==> src/rtl/snoop_bus_arbiter_if.sv <==
// snoop_bus_arbiter_if: request, snoop, memory and bus signals shared between
// the snooping-bus arbiter (master) and the cache controllers/memory (slave).
interface snoop_bus_arbiter_if #(
    parameter int NREQ  = 3,
    parameter int BUS_W = 10
);
    logic [NREQ-1:0]       req;
    logic [NREQ*BUS_W-1:0] req_msg;
    logic [NREQ-1:0]       snoop_shared;
    logic [NREQ-1:0]       snoop_wb;
    logic [NREQ*BUS_W-1:0] snoop_wb_msg;
    logic [BUS_W-1:0]      mem_rdata;
    logic [NREQ-1:0]       grant;
    logic [NREQ-1:0]       snoop_en;
    logic [BUS_W-1:0]      bus;
    logic                  bus_valid;
    logic                  shared;
    logic                  mem_we;
    logic                  mem_re;
    logic                  done;

    modport master (
        input  req, req_msg, snoop_shared, snoop_wb, snoop_wb_msg, mem_rdata,
        output grant, snoop_en, bus, bus_valid, shared, mem_we, mem_re, done
    );

    modport slave (
        output req, req_msg, snoop_shared, snoop_wb, snoop_wb_msg, mem_rdata,
        input  grant, snoop_en, bus, bus_valid, shared, mem_we, mem_re, done
    );
endinterface

==> src/rtl/snoop_bus_arbiter.sv <==
// snoop_bus_arbiter: round-robin owner of the shared snooping bus, sequencing
// address broadcast, snoop window, optional write-back, memory read and data return.
module snoop_bus_arbiter #(
    parameter int NREQ      = 3,
    parameter int BUS_W     = 10,
    parameter int SNOOP_CYC = 2
) (
    input logic                 clock,
    input logic                 clear,
    snoop_bus_arbiter_if.master sb
);
    localparam int IW = (NREQ > 1) ? $clog2(NREQ) : 1;
    localparam int CW = $clog2(SNOOP_CYC + 1);

    typedef enum logic [2:0] {IDLE, ADDR, SNOOP, WB, MEM, DATA} state_t;

    state_t           state;
    logic [IW-1:0]    rr_ptr;
    logic [IW-1:0]    owner;
    logic [IW-1:0]    win;
    logic [IW-1:0]    wb_sel;
    logic [IW:0]      idx;
    logic [CW-1:0]    cnt;
    logic [BUS_W-1:0] msg;
    logic [BUS_W-1:0] wb_msg;
    logic [NREQ-1:0]  grant;
    logic [NREQ-1:0]  wb_hit;
    logic             shared;

    // Scan backwards so the last hit written is the first requester after rr_ptr.
    always_comb begin
        win = rr_ptr;
        idx = '0;
        for (int k = NREQ - 1; k >= 0; k--) begin
            idx = {1'b0, rr_ptr} + (IW+1)'(k);
            if (idx >= (IW+1)'(NREQ)) idx = idx - (IW+1)'(NREQ);
            if (sb.req[idx[IW-1:0]]) win = idx[IW-1:0];
        end
    end

    always_comb begin
        wb_hit = sb.snoop_wb & ~grant;
        wb_sel = '0;
        for (int i = NREQ - 1; i >= 0; i--)
            if (wb_hit[i]) wb_sel = IW'(i);
    end

    always_ff @(posedge clock or negedge clear) begin
        if (!clear) begin
            state  <= IDLE;
            rr_ptr <= '0;
            owner  <= '0;
            cnt    <= '0;
            msg    <= '0;
            wb_msg <= '0;
            grant  <= '0;
            shared <= 1'b0;
        end else begin
            case (state)
                IDLE: if (|sb.req) begin
                    owner <= win;
                    grant <= NREQ'(1) << win;
                    msg   <= sb.req_msg[int'(win)*BUS_W +: BUS_W];
                    state <= ADDR;
                end
                ADDR: begin
                    cnt   <= '0;
                    state <= SNOOP;
                end
                SNOOP: begin
                    cnt <= cnt + 1'b1;
                    if (cnt == CW'(SNOOP_CYC - 1)) begin
                        shared <= |(sb.snoop_shared & ~grant);
                        if (|wb_hit) begin
                            wb_msg <= sb.snoop_wb_msg[int'(wb_sel)*BUS_W +: BUS_W];
                            state  <= WB;
                        end else begin
                            state <= MEM;
                        end
                    end
                end
                WB:   state <= MEM;
                MEM:  state <= DATA;
                DATA: begin
                    rr_ptr <= (owner == IW'(NREQ - 1)) ? '0 : owner + 1'b1;
                    grant  <= '0;
                    state  <= IDLE;
                end
                default: state <= IDLE;
            endcase
        end
    end

    assign sb.grant     = grant;
    assign sb.snoop_en  = (state == ADDR || state == SNOOP) ? ~grant : '0;
    assign sb.bus       = (state == ADDR) ? msg :
                          (state == WB)   ? wb_msg :
                          (state == DATA) ? sb.mem_rdata : '0;
    assign sb.bus_valid = (state == ADDR) || (state == WB) || (state == DATA);
    assign sb.shared    = shared;
    assign sb.mem_we    = (state == WB);
    assign sb.mem_re    = (state == MEM);
    assign sb.done      = (state == DATA);
endmodule

==> src/flat_wrapper.sv <==
// flat-port wrapper written by rule: the top's interface ports become plain ports
module snoop_bus_arbiter_flat 
#(
    parameter int NREQ      = 3,
    parameter int BUS_W     = 10,
    parameter int SNOOP_CYC = 2
)
  (clock, clear, sb_req, sb_req_msg, sb_snoop_shared, sb_snoop_wb, sb_snoop_wb_msg, sb_mem_rdata, sb_grant, sb_snoop_en, sb_bus, sb_bus_valid, sb_shared, sb_mem_we, sb_mem_re, sb_done);
  snoop_bus_arbiter_if #(.NREQ(NREQ), .BUS_W(BUS_W)) sb_i ();
  input logic clock;
  input logic clear;
  input wire logic [$bits(sb_i.req)-1:0] sb_req;
  input wire logic [$bits(sb_i.req_msg)-1:0] sb_req_msg;
  input wire logic [$bits(sb_i.snoop_shared)-1:0] sb_snoop_shared;
  input wire logic [$bits(sb_i.snoop_wb)-1:0] sb_snoop_wb;
  input wire logic [$bits(sb_i.snoop_wb_msg)-1:0] sb_snoop_wb_msg;
  input wire logic [$bits(sb_i.mem_rdata)-1:0] sb_mem_rdata;
  output wire logic [$bits(sb_i.grant)-1:0] sb_grant;
  output wire logic [$bits(sb_i.snoop_en)-1:0] sb_snoop_en;
  output wire logic [$bits(sb_i.bus)-1:0] sb_bus;
  output wire logic [$bits(sb_i.bus_valid)-1:0] sb_bus_valid;
  output wire logic [$bits(sb_i.shared)-1:0] sb_shared;
  output wire logic [$bits(sb_i.mem_we)-1:0] sb_mem_we;
  output wire logic [$bits(sb_i.mem_re)-1:0] sb_mem_re;
  output wire logic [$bits(sb_i.done)-1:0] sb_done;
  assign sb_i.req = sb_req;
  assign sb_i.req_msg = sb_req_msg;
  assign sb_i.snoop_shared = sb_snoop_shared;
  assign sb_i.snoop_wb = sb_snoop_wb;
  assign sb_i.snoop_wb_msg = sb_snoop_wb_msg;
  assign sb_i.mem_rdata = sb_mem_rdata;
  assign sb_grant = sb_i.grant;
  assign sb_snoop_en = sb_i.snoop_en;
  assign sb_bus = sb_i.bus;
  assign sb_bus_valid = sb_i.bus_valid;
  assign sb_shared = sb_i.shared;
  assign sb_mem_we = sb_i.mem_we;
  assign sb_mem_re = sb_i.mem_re;
  assign sb_done = sb_i.done;
  snoop_bus_arbiter #(.NREQ(NREQ), .BUS_W(BUS_W), .SNOOP_CYC(SNOOP_CYC)) u_core (.clock(clock), .clear(clear), .sb(sb_i));
endmodule
==> config.mk <==
export PLATFORM = sky130hd
export DESIGN_NAME = snoop_bus_arbiter_flat
export DESIGN_NICKNAME = d
export VERILOG_FILES = /design/src/rtl/snoop_bus_arbiter_if.sv /design/src/rtl/snoop_bus_arbiter.sv /design/src/flat_wrapper.sv
export SDC_FILE = /design/constraint.sdc
export NUM_CORES = 1
export LEC_CHECK = 0
export CELL_PAD_IN_SITES_DETAIL_PLACEMENT = 1
export CELL_PAD_IN_SITES_GLOBAL_PLACEMENT = 1
export CORE_ASPECT_RATIO = 0.9
export CORE_MARGIN = 8
export CORE_UTILIZATION = 33
export CTS_CLUSTER_DIAMETER = 80
export DETAILED_ROUTE_END_ITERATION = 16
export GPL_TIMING_DRIVEN = 0
export PLACE_DENSITY_LB_ADDON = 0.2
export RECOVER_POWER = 50
export SYNTH_ARGS = -nofsm -noshare
export SYNTH_HDL_FRONTEND = slang
export SYNTH_SLANG_ARGS = --single-unit
==> constraint.sdc <==
create_clock -name clock -period 3.25 [get_ports clock]
set_input_delay 0.65 -clock clock [delete_from_list [all_inputs] [get_ports clock]]
set_output_delay 0.65 -clock clock [all_outputs]
set_load 0.01 [all_outputs]
==> Yosys cells after proc, flatten, opt, wreduce, memory -nomap -nowiden <==
Index checks and enable logic that the tools add are counted.
{ "totals": {"reg_bits": 33, "out_inout_bits": 21, "in_bits": 81} }
{ "op_classes": {"order_cmp": 6, "n_eq_ne": 9, "n_addsub": 7, "multipliers": 2, "bitwise": 3, "n_reduce_logical": 14, "mux": 27, "shifts": 3} }
{ "ops": {"columns": ["op", "count"], "rows": [
  ["indexed part select 30 x 32 -> 10 bit", 2],
  ["2-to-1 mux 10 bit", 3],
  ["2-to-1 mux 2 bit", 10],
  ["2-to-1 mux 3 bit", 5],
  ["one-hot mux 3 bit (5 select lines)", 1],
  ["multiplier 2 x 3 -> 5 bit, second input constant", 2],
  ["< comparator 2 x 3 -> 1 bit, second input constant", 3],
  ["OR reduction 3 bit", 3],
  ["AND reduction 2 bit", 4],
  ["bitwise AND 3 bit", 2],
  ["binary-select mux 1 bit (select 2 bit)", 3],
  ["equality test 3 x 2 -> 1 bit, second input constant", 2],
  ["equality test 3 bit, second input constant", 2],
  ["greater-or-equal comparator 3 x 2 -> 1 bit, second input constant", 2],
  ["one-hot mux 3 bit (2 select lines)", 1],
  ["subtractor 2 bit, second input constant", 3],
  ["adder 2 x 1 -> 2 bit, second input constant", 2],
  ["inequality test 2 x 1 -> 1 bit, second input constant", 2],
  ["one-hot mux 2 bit (2 select lines)", 1],
  ["nonzero test 2 bit", 2],
  ["adder 2 x 1 -> 3 bit, second input constant", 1],
  ["adder 2 x 2 -> 3 bit, second input constant", 1],
  ["equality test 3 x 1 -> 1 bit, second input constant", 1],
  ["zero test 3 bit", 1],
  ["8 further kinds", 12]
]} }

==> Depth between registers and ports, before layout <==
Gate-level depths: netlist of run 1.
{ "depth": {"ltp_word": 11, "ltp_mapped": 10, "mapped_depth_nobuf": 8} }

==> Worst setup path before layout of run 1 <==
Ideal clock, no wire load.
{ "synth_path": {"kind": "reg-to-reg", "from": "register u_core.rr_ptr[0]", "to": "register u_core.msg[1]", "required_time_ns": 3.113, "stages_incl_launch_ff": 10, "n_path_buf": 2, "t_arrival_ns": 2.054, "setup_slack_ns": 1.059, "cell_sequence": "dfrtp_1 -> inv_1 -> ha_1 -> clkbuf_1 -> or2_0 -> a221o_1 -> a21boi_2 -> buf_6 -> mux2i_1 -> a21oi_1"} }
{ "synth_between": {"elab_chain_cells": 10, "elab_cells_between_ends": 22} }
{ "synth_rtl": {"columns": ["element", "line_no", "text"], "rows": [
  ["start: declaration", "snoop_bus_arbiter.sv:18", "logic [IW-1:0] rr_ptr;"],
  ["start signal: assignment", "snoop_bus_arbiter.sv:85", "rr_ptr <= (owner == IW'(NREQ - 1)) ? '0 : owner + 1'b1;"],
  ["adder 2 x 2 -> 3 bit", "snoop_bus_arbiter.sv:35", "idx = {1'b0, rr_ptr} + (IW+1)'(k);"],
  ["greater-or-equal comparator 3 x 2 -> 1 bit / subtractor 2 bit (equally long branches)", "snoop_bus_arbiter.sv:36", "if (idx >= (IW+1)'(NREQ)) idx = idx - (IW+1)'(NREQ);"],
  ["2-to-1 mux 2 bit", "snoop_bus_arbiter.sv:36", null],
  ["binary-select mux 1 bit (select 2 bit)", "snoop_bus_arbiter.sv:37", "if (sb.req[idx[IW-1:0]]) win = idx[IW-1:0];"],
  ["2-to-1 mux 1 bit (not written as such)", "snoop_bus_arbiter.sv:37", null],
  ["2-to-1 mux 2 bit (2 in a row)", "snoop_bus_arbiter.sv:37", null],
  ["2-to-1 mux 2 bit (*)", "snoop_bus_arbiter.sv:37", null],
  ["multiplier 2 x 3 -> 5 bit (*)", "snoop_bus_arbiter.sv:63", "msg <= sb.req_msg[int'(win)*BUS_W +: BUS_W];"],
  ["indexed part select 30 x 32 -> 10 bit (*)", "snoop_bus_arbiter.sv:63", null],
  ["end signal: assignment", "snoop_bus_arbiter.sv:63", null],
  ["end: declaration", "snoop_bus_arbiter.sv:24", "logic [BUS_W-1:0] msg;"]
]} }
Mark *: on every way between the ends. The rest lies on a longest branch, timed or not. The select of a mux whose other input is x is not followed.
A chain may end at the register's enable or synchronous reset.

==> Worst setup path after layout of run 1 <==
{ "layout_path": {"from": "register u_core.state[1]", "to": "output sb_bus[7]"} }
{ "layout_between": {"elab_chain_cells": 4, "elab_cells_between_ends": 6} }
{ "layout_rtl": {"columns": ["element", "line_no", "text"], "rows": [
  ["start: declaration", "snoop_bus_arbiter.sv:17", "state_t state;"],
  ["start signal: assignment", "snoop_bus_arbiter.sv:50", "state <= IDLE;"],
  ["start signal: assignment", "snoop_bus_arbiter.sv:64", "state <= ADDR;"],
  ["start signal: assignment", "snoop_bus_arbiter.sv:68", "state <= SNOOP;"],
  ["equality test 3 bit", "snoop_bus_arbiter.sv:98", "(state == DATA) ? sb.mem_rdata : '0;"],
  ["2-to-1 mux 10 bit", "snoop_bus_arbiter.sv:98", null],
  ["2-to-1 mux 10 bit", "snoop_bus_arbiter.sv:97", "(state == WB) ? wb_msg :"],
  ["2-to-1 mux 10 bit (*)", "snoop_bus_arbiter.sv:96", "assign sb.bus = (state == ADDR) ? msg :"],
  ["end: declaration", "flat_wrapper.sv:20", "output wire logic [$bits(sb_i.bus)-1:0] sb_bus;"]
]} }
Mark *: on every way between the ends. The rest lies on a longest branch, timed or not.

==> out/qor.csv, run 1 <==
stage,metric,value,unit
timing,setup-tns-final,0,ns
worst_hold_path,worstHoldPathType,register to register,
timing,layout_min_cycle_time,3.05,ns
timing,relSlewSlack,-0.236,
power,ir_worst_vdd,0.313,mV
timing,setup_viol,0,
outcome,violations,"max-capacitance violations, max-slew violations",
cts,post_cts.repair.setup_buffers,0,
placed_design,gp_congestion,0.788,
floorplan,initial_core_util,0.340,
worst_setup_path,end_kind,output port,
power,switching_power,1.33,mW
drt,drt_wl_total,8220,µm
power,power_density,858,nW/µm²
placed_design,dp.cells,467,
floorplan,die_x,106,µm
global_routing,grt_pass1_wl,13600,µm
cts,cts_buffer_depth,2,
global_routing,antenna_found_initial,0,
finish,n_fill_cell,841,
power,clkPwrFrac,0.113,
cts,clock_sink_count,33,
worst_setup_path,crit_fanout,10,
worst_setup_path,required,2.60,ns
global_routing,grt_pass1_vias,2741,
floorplan,dieArea,10200,µm²
floorplan,dieHeight,96.8,µm
timing,rsz0062_at_grt,no,
outcome,run_status,"complete, but fails checks",
timing,period_share,0.939,
timing,tightestPinTransition,1.85,ns
synthesis,synthCells,273,
power,p_sw_frac,0.430,
power,intPower,1.77,mW
worst_setup_path,start_kind,register,
timing,fin_worst_skew,0.0116,ns
power,combPwrFrac,0.640,
power,seqPwrFrac,0.247,
cts,clk_latency,0.29,ns
global_routing,overflow,0,
cts,h-tree-depth,2,
synthesis,ys_seq_elements,33,
drt,drt_pre_antenna_iters,4,
timing,finalHoldViolations,0,
finish,layout-drive-gt1-share,0.0890,
synthesis,postSynthNetCount,358,
finish,multi_input_area,1440,µm²
finish,n_antenna_cell,0,
synthesis,ys_dominant_reg_cell,dfrtp_1,
synthesis,syn-cell-area,2390,µm²
cts,cts_buffers,5,
flow_run,drv_cap,1,
global_routing,grt_max_degree,34,
cts,cts_tree,yes,
global_routing,grt_use_total,0.161,
power,leakage,1.47,nW
floorplan,core,7040,µm²
finish,area_growth,51.2,%
synthesis,synth_warnings,0,
drt,wl_per_cell,17.3,µm
drt,drc,0,
finish,nets,466,
placed_design,io_buffers,101,
finish,ff_latch_area,826,µm²
finish,fin_cells,475,
placed_design,hpwl,6570,µm
drt,dr_total_vias,2405,
cts,clk_pin_slew,0.07,ns
floorplan,io_pins,102,
drt,postRouteAntennaNets,0,
synthesis,ys_async_sr_fraction,1.00,
synthesis,synth_seq_area_share,0.345,
drt,vias_per_cell,5.06,
worst_setup_path,arrival,2.40,ns
synthesis,synth-edff-count,0,
timing,max_freq,328,MHz
synthesis,avgSynthCellArea,8.76,µm²
drt,drt_iter0_drc,51,
timing,slew_violations,34,
synthesis,synth_cell_types,43,
cts,cts_root_buffer,clkbuf_8,
finish,final_util,0.514,
floorplan,rows,29,
worst_setup_path,crit_type,register to output port,
power,finalPower,3.10,mW
[metrics by stage]
step	hold WS [ns]	setup slack (ns)	cell area, µm²
after floorplan	0.354	1.06	2390
after global placement	0.489	0.203	3520
after detailed placement	0.499	0.190	3510
after CTS	0.451	0.172	3620
after global routing	0.530	0.00191	3620
final	0.509	0.199	3620
[worst max-delay path, stage by stage (launching register included)]
cell and delay [ns]:
dfrtp_1 0.39, buf_4 0.22, clkbuf_1 0.49, mux2i_1 0.14, o21ai_0 0.15, and2_1 0.14
clkdlybuf4s50_1 0.57
[worst paths after layout]
check,from,end,slack [ns],cells after the start
max,u_core.state[1],sb_bus[7],0.20,6
max in group asynchronous,clear,u_core.wb_msg[3],1.32,1
min,u_core.wb_msg[3],u_core.wb_msg[3],0.51,1
min reg2reg,u_core.wb_msg[3],u_core.wb_msg[3],0.51,1
max reg2reg,u_core.rr_ptr[0],u_core.msg[3],0.66,10
min in group asynchronous,clear,u_core.msg[8],0.86,1
[area by class of cell]
class	instances	share of cell area
Clock inverter	1	0.00138
Inverter	10	0.0104
Multi-Input combinational cell	212	0.398
Timing Repair Buffer	101	0.278
Buffer	18	0.0249
Tap cell	93	0.0322
Clock buffer	7	0.0266
Sequential cell	33	0.228
[repair_timing]
action,4_1_cts,5_1_grt
endpoints found under the setup margin,1,0
gates resized for setup,1,0
hold buffers,0,0
endpoints found under the hold margin,0,0
[cell usage after synthesis (3+ instances only)]
cell / number / area share
a21oi_1: 30 / 0.063
a311oi_1: 10 / 0.037
and2_1: 11 / 0.029
buf_4: 3 / 0.0094
clkbuf_1: 11 / 0.017
dfrtp_1: 33 / 0.35
ha_1: 4 / 0.021
inv_1: 10 / 0.016
mux2_2: 11 / 0.052
mux2i_1: 32 / 0.13
nand2_1: 22 / 0.035
nand3b_1: 4 / 0.013
nor2_1: 25 / 0.039
nor2b_1: 15 / 0.039
o21ai_0: 17 / 0.036
[routing by layer]
metal | vias up | global-route usage | wire length [µm]
li1 | 1184 | - | -
met5 | - | 0 | 0
met3 | 7 | 0.0511 | 485
met4 | 0 | 0.0389 | 73
met2 | 56 | 0.280 | 4150
met1 | 1158 | 0.184 | 3510
[power groups by stage]
stage	sequential [mW]	combinational, mW	clock, mW
finish	0.767	1.98	0.349
global route	0.791	2.20	0.374
CTS	0.772	2.01	0.360
detailed placement	0.778	1.99	0
global placement	0.772	1.94	0
floorplan	0.726	1.31	0
[cell usage in the layout, fill, tap and decap left out, types with 3 or more instances in the layout]
cell type,count
clkdlybuf4s50_1,97
dfrtp_1,33
mux2i_1,32
a21oi_1,30
nor2_1,25
nand2_1,22
o21ai_0,17
nor2b_1,15
clkbuf_1,12
and2_1,11
mux2_2,11
inv_1,10
a311oi_1,10
clkbuf_8,7
nand3b_1,4
ha_1,4
buf_4,3
dlygate4sd3_1,3
[logic make-up (layout without fill, tap and decap cells)]
logic type      after synthesis  count (layout)  share of synthesized area
mux                          43              43                      0.186
compound gates               75              75                      0.199
simple gates                 90              90                      0.197
fa+ha+maj                     4               4                     0.0209
buf+inv                      28             137                     0.0528
flops                        33              33                      0.345
[state kept, by name, summed over array words and instances, names as in the netlist]
| name | count |
|---|---|
| u_core.cnt | 2 |
| u_core.msg | 10 |
| u_core.owner | 2 |
| u_core.rr_ptr | 2 |
| u_core.sb.grant | 3 |
| u_core.sb.shared | 1 |
| u_core.state | 3 |
| u_core.wb_msg | 10 |
No activity file was read; power rests on OpenSTA's default activity.
==> inputs of run 2 (changes only) <==
Settings changed: ABC_AREA set to 1, CORE_UTILIZATION 33 to 31.
==> run 2 against run 1 <==
- sequential power decreased by 4.7%
- non-clock buffer count fell by 1
- the flow still finishes with violations (max-capacitance violations, max-slew violations)
- register-to-register slack better by 0.46 ns
- routed wire length up 5.9%
- global-route usage up 0.25 points
- sequential cell count stayed put
- largest cell class unchanged
==> out/qor.csv, run 2 <==
stage,metric,value,unit
outcome,run_status,"complete, but fails checks",
outcome,violations,"max-capacitance violations, max-slew violations",
power,power_density,909,nW/µm²
synthesis,syn-cell-area,2420,µm²
power,ir_worst_vdd,0.380,mV
global_routing,grt_pass1_wl,14400,µm
cts,clk_pin_slew,0.07,ns
drt,wl_per_cell,15.1,µm
drt,drt_pre_antenna_iters,4,
cts,clk_latency,0.29,ns
worst_setup_path,critPathTopFamily,buffers and inverters,
finish,final_common_cell,clkdlybuf4s50_1,
global_routing,overflow,0,
synthesis,synth_xor_xnor_area_share,0,
worst_setup_path,crit_chain,inv_1 -> nor2_1 -> inv_1 -> nor2_2 -> buf_2 -> nand2_1 -> o211ai_1 -> clkdlybuf4s50_1,
placed_design,pre_cts_ws,0.387,ns
finish,area_growth,49.9,%
synthesis,synth_area_leaders,"dfrtp_1 34%, nand2_1 13%, inv_1 9.3%",
global_routing,grt_max_degree,34,
worst_setup_path,crit_slowest_cell,clkdlybuf4s50_1,
timing,fin_ws,0.280,ns
floorplan,initial_core_util,0.321,
power,leakage,1.68,nW
timing,max_freq,337,MHz
synthesis,synthAdderAreaFrac,0.0207,
cts,h-tree-depth,2,
placed_design,gp_congestion,0.834,
timing,period_share,0.914,
flow_run,drv_cap,1,
synthesis,synth_seq_area_share,0.341,
drt,drc,0,
synthesis,synth_compound_area_frac,0.205,
worst_setup_path,arrival,2.32,ns
placed_design,dp.cells,568,
worst_setup_path,end_kind,output port,
global_routing,grt_use_total,0.163,
finish,fin_cells,576,
synthesis,synth_cell_types,23,
cts,cts_tree,yes,
finish,reg.largest.list,"u_core.msg x10, u_core.wb_msg x10",
synthesis,ys_seq_elements,33,
synthesis,synth.most_common_cell,nand2_1,
synthesis,synth_commonest_cells,"81 x nand2_1, 60 x inv_1, 44 x nand3_1",
timing,slew_violations,34,
synthesis,synth-simple-area-share,0.296,
finish,final_util,0.481,
timing,relSlewSlack,-0.256,
cts,ctsHoldBuffers,0,
placed_design,place_area,3550,µm²
synthesis,postSynthNetCount,456,
floorplan,die_x,109,µm
cts,cts_buffers,5,
synthesis,synth_top_area_cell,dfrtp_1,
synthesis,synth_warnings,0,
worst_setup_path,path_buf_inv,4,
worst_hold_path,worstHoldPathType,register to register,
timing,setup-tns-final,0,ns
synthesis,ys_dominant_reg_cell,dfrtp_1,
cts,cts_buffer_depth,2,
drt,postRouteAntennaNets,0,
finish,layout-drive-gt1-share,0.0625,
worst_setup_path,crit_fanout,10,
global_routing,antenna_found_initial,0,
cts,cts_root_buffer,clkbuf_8,
floorplan,core,7540,µm²
timing,rsz0062_at_grt,no,
worst_setup_path,start_kind,register,
synthesis,synth_top_family_by_area,simple AND/OR/NAND/NOR gates,
synthesis,avgSynthCellArea,6.53,µm²
cts,clock_sink_count,33,
timing,setup_viol,0,
floorplan,dieHeight,99.9,µm
synthesis,synthCells,371,
global_routing,grt_pass1_vias,3061,
timing,finalHoldViolations,0,
placed_design,io_buffers,101,
floorplan,dieArea,10900,µm²
drt,vias_per_cell,4.90,
drt,drt_iter0_drc,106,
synthesis,synth-edff-count,0,
timing,tightestPinTransition,1.88,ns
floorplan,rows,30,
cts,cts_resized,0,
worst_setup_path,crit_top_cell,inv_1,
placed_design,hpwl,7320,µm
timing,fin_worst_skew,0.00750,ns
drt,drt_wl_total,8700,µm
drt,dr_total_vias,2820,
worst_setup_path,crit_type,register to output port,
worst_setup_path,required,2.60,ns
cts,post_cts.repair.setup_buffers,0,
floorplan,io_pins,102,
timing,layout_min_cycle_time,2.97,ns
finish,layout.cell_area.non_filler,3630,µm²
synthesis,yosysTopAreaCellShare,0.341,
worst_setup_path,slowest_delay,0.59,ns
finish,n_antenna_cell,0,
synthesis,ys_async_sr_fraction,1.00,
finish,mostFrequentLayoutCells,"98 x clkdlybuf4s50_1, 81 x nand2_1, 60 x inv_1, 44 x nand3_1, 39 x nor2_1",
finish,nets,564,
synthesis,synthMuxAreaShare,0,
run 2: cell types whose count changed after synthesis, sizes merged, moves of 18 or more:
cell and change:
nand2 +60, o211ai +18, nand3 +43, mux2i -32, inv +52
run 2: cells by family after synthesis:
| family | Yosys count |
|---|---|
| flip-flops | 33 |
| adder cells (fa/ha/maj) | 4 |
| AND/OR/NAND/NOR | 172 |
| AO/OA/AOI/OAI | 82 |
| buffers and inverters | 80 |
run 2: layer usage:
metal	share of wire	vias up	GRT usage	routed length (µm)
li1	-	1416	-	-
met2	0.52	46	0.284	4540
met4	0.0061	0	0.0228	53
met3	0.037	10	0.0384	324
met1	0.43	1348	0.202	3790
met5	0	-	0	0
run 2: where the power goes:
group	switching, mW	internal, mW	total, mW
Clock	0.151	0.152	0.303
Combinational	1.34	0.930	2.27
Sequential	0.112	0.618	0.731
Total	1.60	1.70	3.30
run 2: final cells by class:
type,count,area [µm²]
Buffer,17,97.6
Clock buffer,8,80.1
Fill cell,983,3910
Inverter,63,236
Multi-Input combinational cell,258,1270
Sequential cell,33,826
Tap cell,96,120
Timing Repair Buffer,101,1000
run 2: path summary, 6_finish.rpt:
kind	startpoint	endpoint	slack (ns)	cells after the start
max	u_core.state[0]	sb_bus[5]	0.28	8
min	u_core.msg[0]	u_core.msg[0]	0.53	2
max reg2reg	u_core.rr_ptr[0]	u_core.msg[2]	1.12	13
min reg2reg	u_core.msg[0]	u_core.msg[0]	0.53	2
max in group asynchronous	clear	u_core.wb_msg[5]	1.29	1
min in group asynchronous	clear	u_core.cnt[0]	0.88	1
run 2: stage by stage:
stage               hold slack (ns)  power [mW]
finish                        0.527        3.30
global route                  0.562        3.67
floorplan                     0.354        2.20
global placement              0.489        2.95
CTS                           0.478        3.35
detailed placement            0.517        3.03
run 2: worst min-delay path: cells and delay by family (launching register included):
family / cells / cell delay (ns)
AO/OA/AOI/OAI: 1 / 0.09
flip-flops: 1 / 0.35
AND/OR/NAND/NOR: 1 / 0.06
==> inputs of run 3 (changes only) <==
Settings changed: CORE_MARGIN 8 to not set.
==> run 3 against run 2 <==
- the run still ends with max-capacitance violations, max-slew violations left
- count of clock-buffer cells in the layout fell by 1
- register-to-register slack is essentially flat
- design area rose by 0.14%
- critical endpoint unchanged
==> out/qor.csv, run 3 (synthesis results as in run 2) <==
stage,metric,value,unit
timing,worst_hold_slack,0.511,ns
worst_setup_path,crit_type,register to output port,
floorplan,initial_core_util,0.321,
global_routing,overflow,0,
finish,final_common_cell,clkdlybuf4s50_1,
finish,n_antenna_cell,0,
worst_setup_path,crit_chain,nor3_1 -> clkinv_1 -> o211ai_1 -> clkdlybuf4s50_1,
timing,tightestPinTransition,1.84,ns
worst_hold_path,hold_depth,1,
timing,setup-tns-final,0,ns
finish,reg.largest.list,"u_core.msg x10, u_core.wb_msg x10",
worst_setup_path,required,2.60,ns
drt,wl_per_cell,13.5,µm
finish,layout-drive-gt1-share,0.0605,
cts,ctsHoldBuffers,0,
cts,clk_pin_slew,0.06,ns
timing,layout_min_cycle_time,3.07,ns
cts,clock_sink_count,33,
global_routing,grt_max_degree,34,
finish,mostFrequentLayoutCells,"98 x clkdlybuf4s50_1, 81 x nand2_1, 60 x inv_1, 44 x nand3_1, 39 x nor2_1",
global_routing,grt_pass1_wl,12800,µm
floorplan,rows,30,
drt,vias_per_cell,4.89,
timing,setup_viol,0,
worst_setup_path,crit_fanout,10,
worst_setup_path,path_buf_inv,2,
power,finalPower,3.29,mW
drt,drt_iter0_drc,48,
finish,final_util,0.482,
floorplan,dieArea,8170,µm²
outcome,violations,"max-capacitance violations, max-slew violations",
finish,layout.cell_area.non_filler,3640,µm²
placed_design,place_area,3550,µm²
cts,clk_latency,0.29,ns
global_routing,antenna_found_initial,0,
worst_setup_path,arrival,2.42,ns
timing,fin_worst_skew,0.00291,ns
drt,drc,0,
power,ir_worst_vdd,0.420,mV
drt,postRouteAntennaNets,0,
cts,cts_tree,yes,
drt,drt_wl_total,7750,µm
timing,slew_violations,34,
power,power_density,906,nW/µm²
worst_setup_path,slowest_delay,0.58,ns
power,leakage,1.69,nW
cts,cts_buffers,5,
floorplan,core,7540,µm²
worst_setup_path,start_kind,register,
placed_design,hpwl,6410,µm
timing,relSlewSlack,-0.229,
floorplan,io_pins,102,
worst_setup_path,critPathTopFamily,buffers and inverters,
timing,rsz0062_at_grt,no,
drt,drt_pre_antenna_iters,4,
global_routing,grt_pass1_vias,2879,
floorplan,die_x,95.2,µm
floorplan,dieHeight,85.9,µm
global_routing,grt_use_total,0.200,
placed_design,pre_cts_ws,0.510,ns
finish,area_growth,50.1,%
placed_design,gp_congestion,0.804,
worst_setup_path,crit_slowest_cell,clkdlybuf4s50_1,
placed_design,io_buffers,101,
timing,max_freq,326,MHz
worst_setup_path,cp.depth,4,
timing,period_share,0.944,
drt,dr_total_vias,2812,
worst_hold_path,worstHoldPathType,register to register,
worst_setup_path,end_kind,output port,
placed_design,dp.cells,568,
cts,h-tree-depth,2,
worst_setup_path,r2r_cells,13,
cts,cts_buffer_depth,2,
finish,fin_cells,575,
cts,cts_root_buffer,clkbuf_8,
timing,fin_ws,0.183,ns
flow_run,drv_cap,1,
finish,nets,564,
outcome,run_status,"complete, but fails checks",
timing,finalHoldViolations,0,
==> run 3: cell count changes in the layout (fill, tap and decap cells not counted) <==
cell	before	now
clkbuf_1	9	8
clkbuf_8	5	6
clkinv_1	0	1
clkbuf_2	1	0
inv_2	3	2
==> run 3: area by class of cell <==
type | instances | area, µm²
Fill cell | 993 | 3910
Sequential cell | 33 | 826
Inverter | 63 | 236
Timing Repair Buffer | 101 | 1000
Clock buffer | 7 | 86.3
Multi-Input combinational cell | 258 | 1270
Tap cell | 96 | 120
Buffer | 17 | 96.3
==> run 3: timing repair <==
| item | in CTS | in global routing |
|---|---|---|
| endpoints found under the setup margin | 0 | 1 |
| buffers inserted | 0 | 0 |
| gates resized for setup | 0 | 1 |
==> run 3: metal layers <==
metal,vias to the layer above,track usage,share of wire
met5,-,0,0
met4,0,0.0427,0.0095
met3,6,0.0443,0.038
met2,52,0.351,0.51
met1,1343,0.249,0.44
li1,1411,-,-
==> run 3: path summary, 6_finish.rpt <==
kind                                   endpoint  slack [ns]              from
worst max-delay path                  sb_bus[5]        0.18   u_core.state[2]
worst max register to register    u_core.msg[1]        1.13  u_core.rr_ptr[0]
min in group asynchronous       u_core.owner[1]        0.86             clear
max in group asynchronous         u_core.msg[5]        1.33             clear
worst min-delay path              u_core.cnt[0]        0.51     u_core.cnt[0]
worst min register to register    u_core.cnt[0]        0.51     u_core.cnt[0]
==> run 3: report_power, final <==
group          switching [mW]  leakage (nW)  internal [mW]
clock network           0.147        0.0443          0.168
logic                    1.32          1.24          0.928
registers               0.113         0.397          0.619
total                    1.58          1.69           1.71
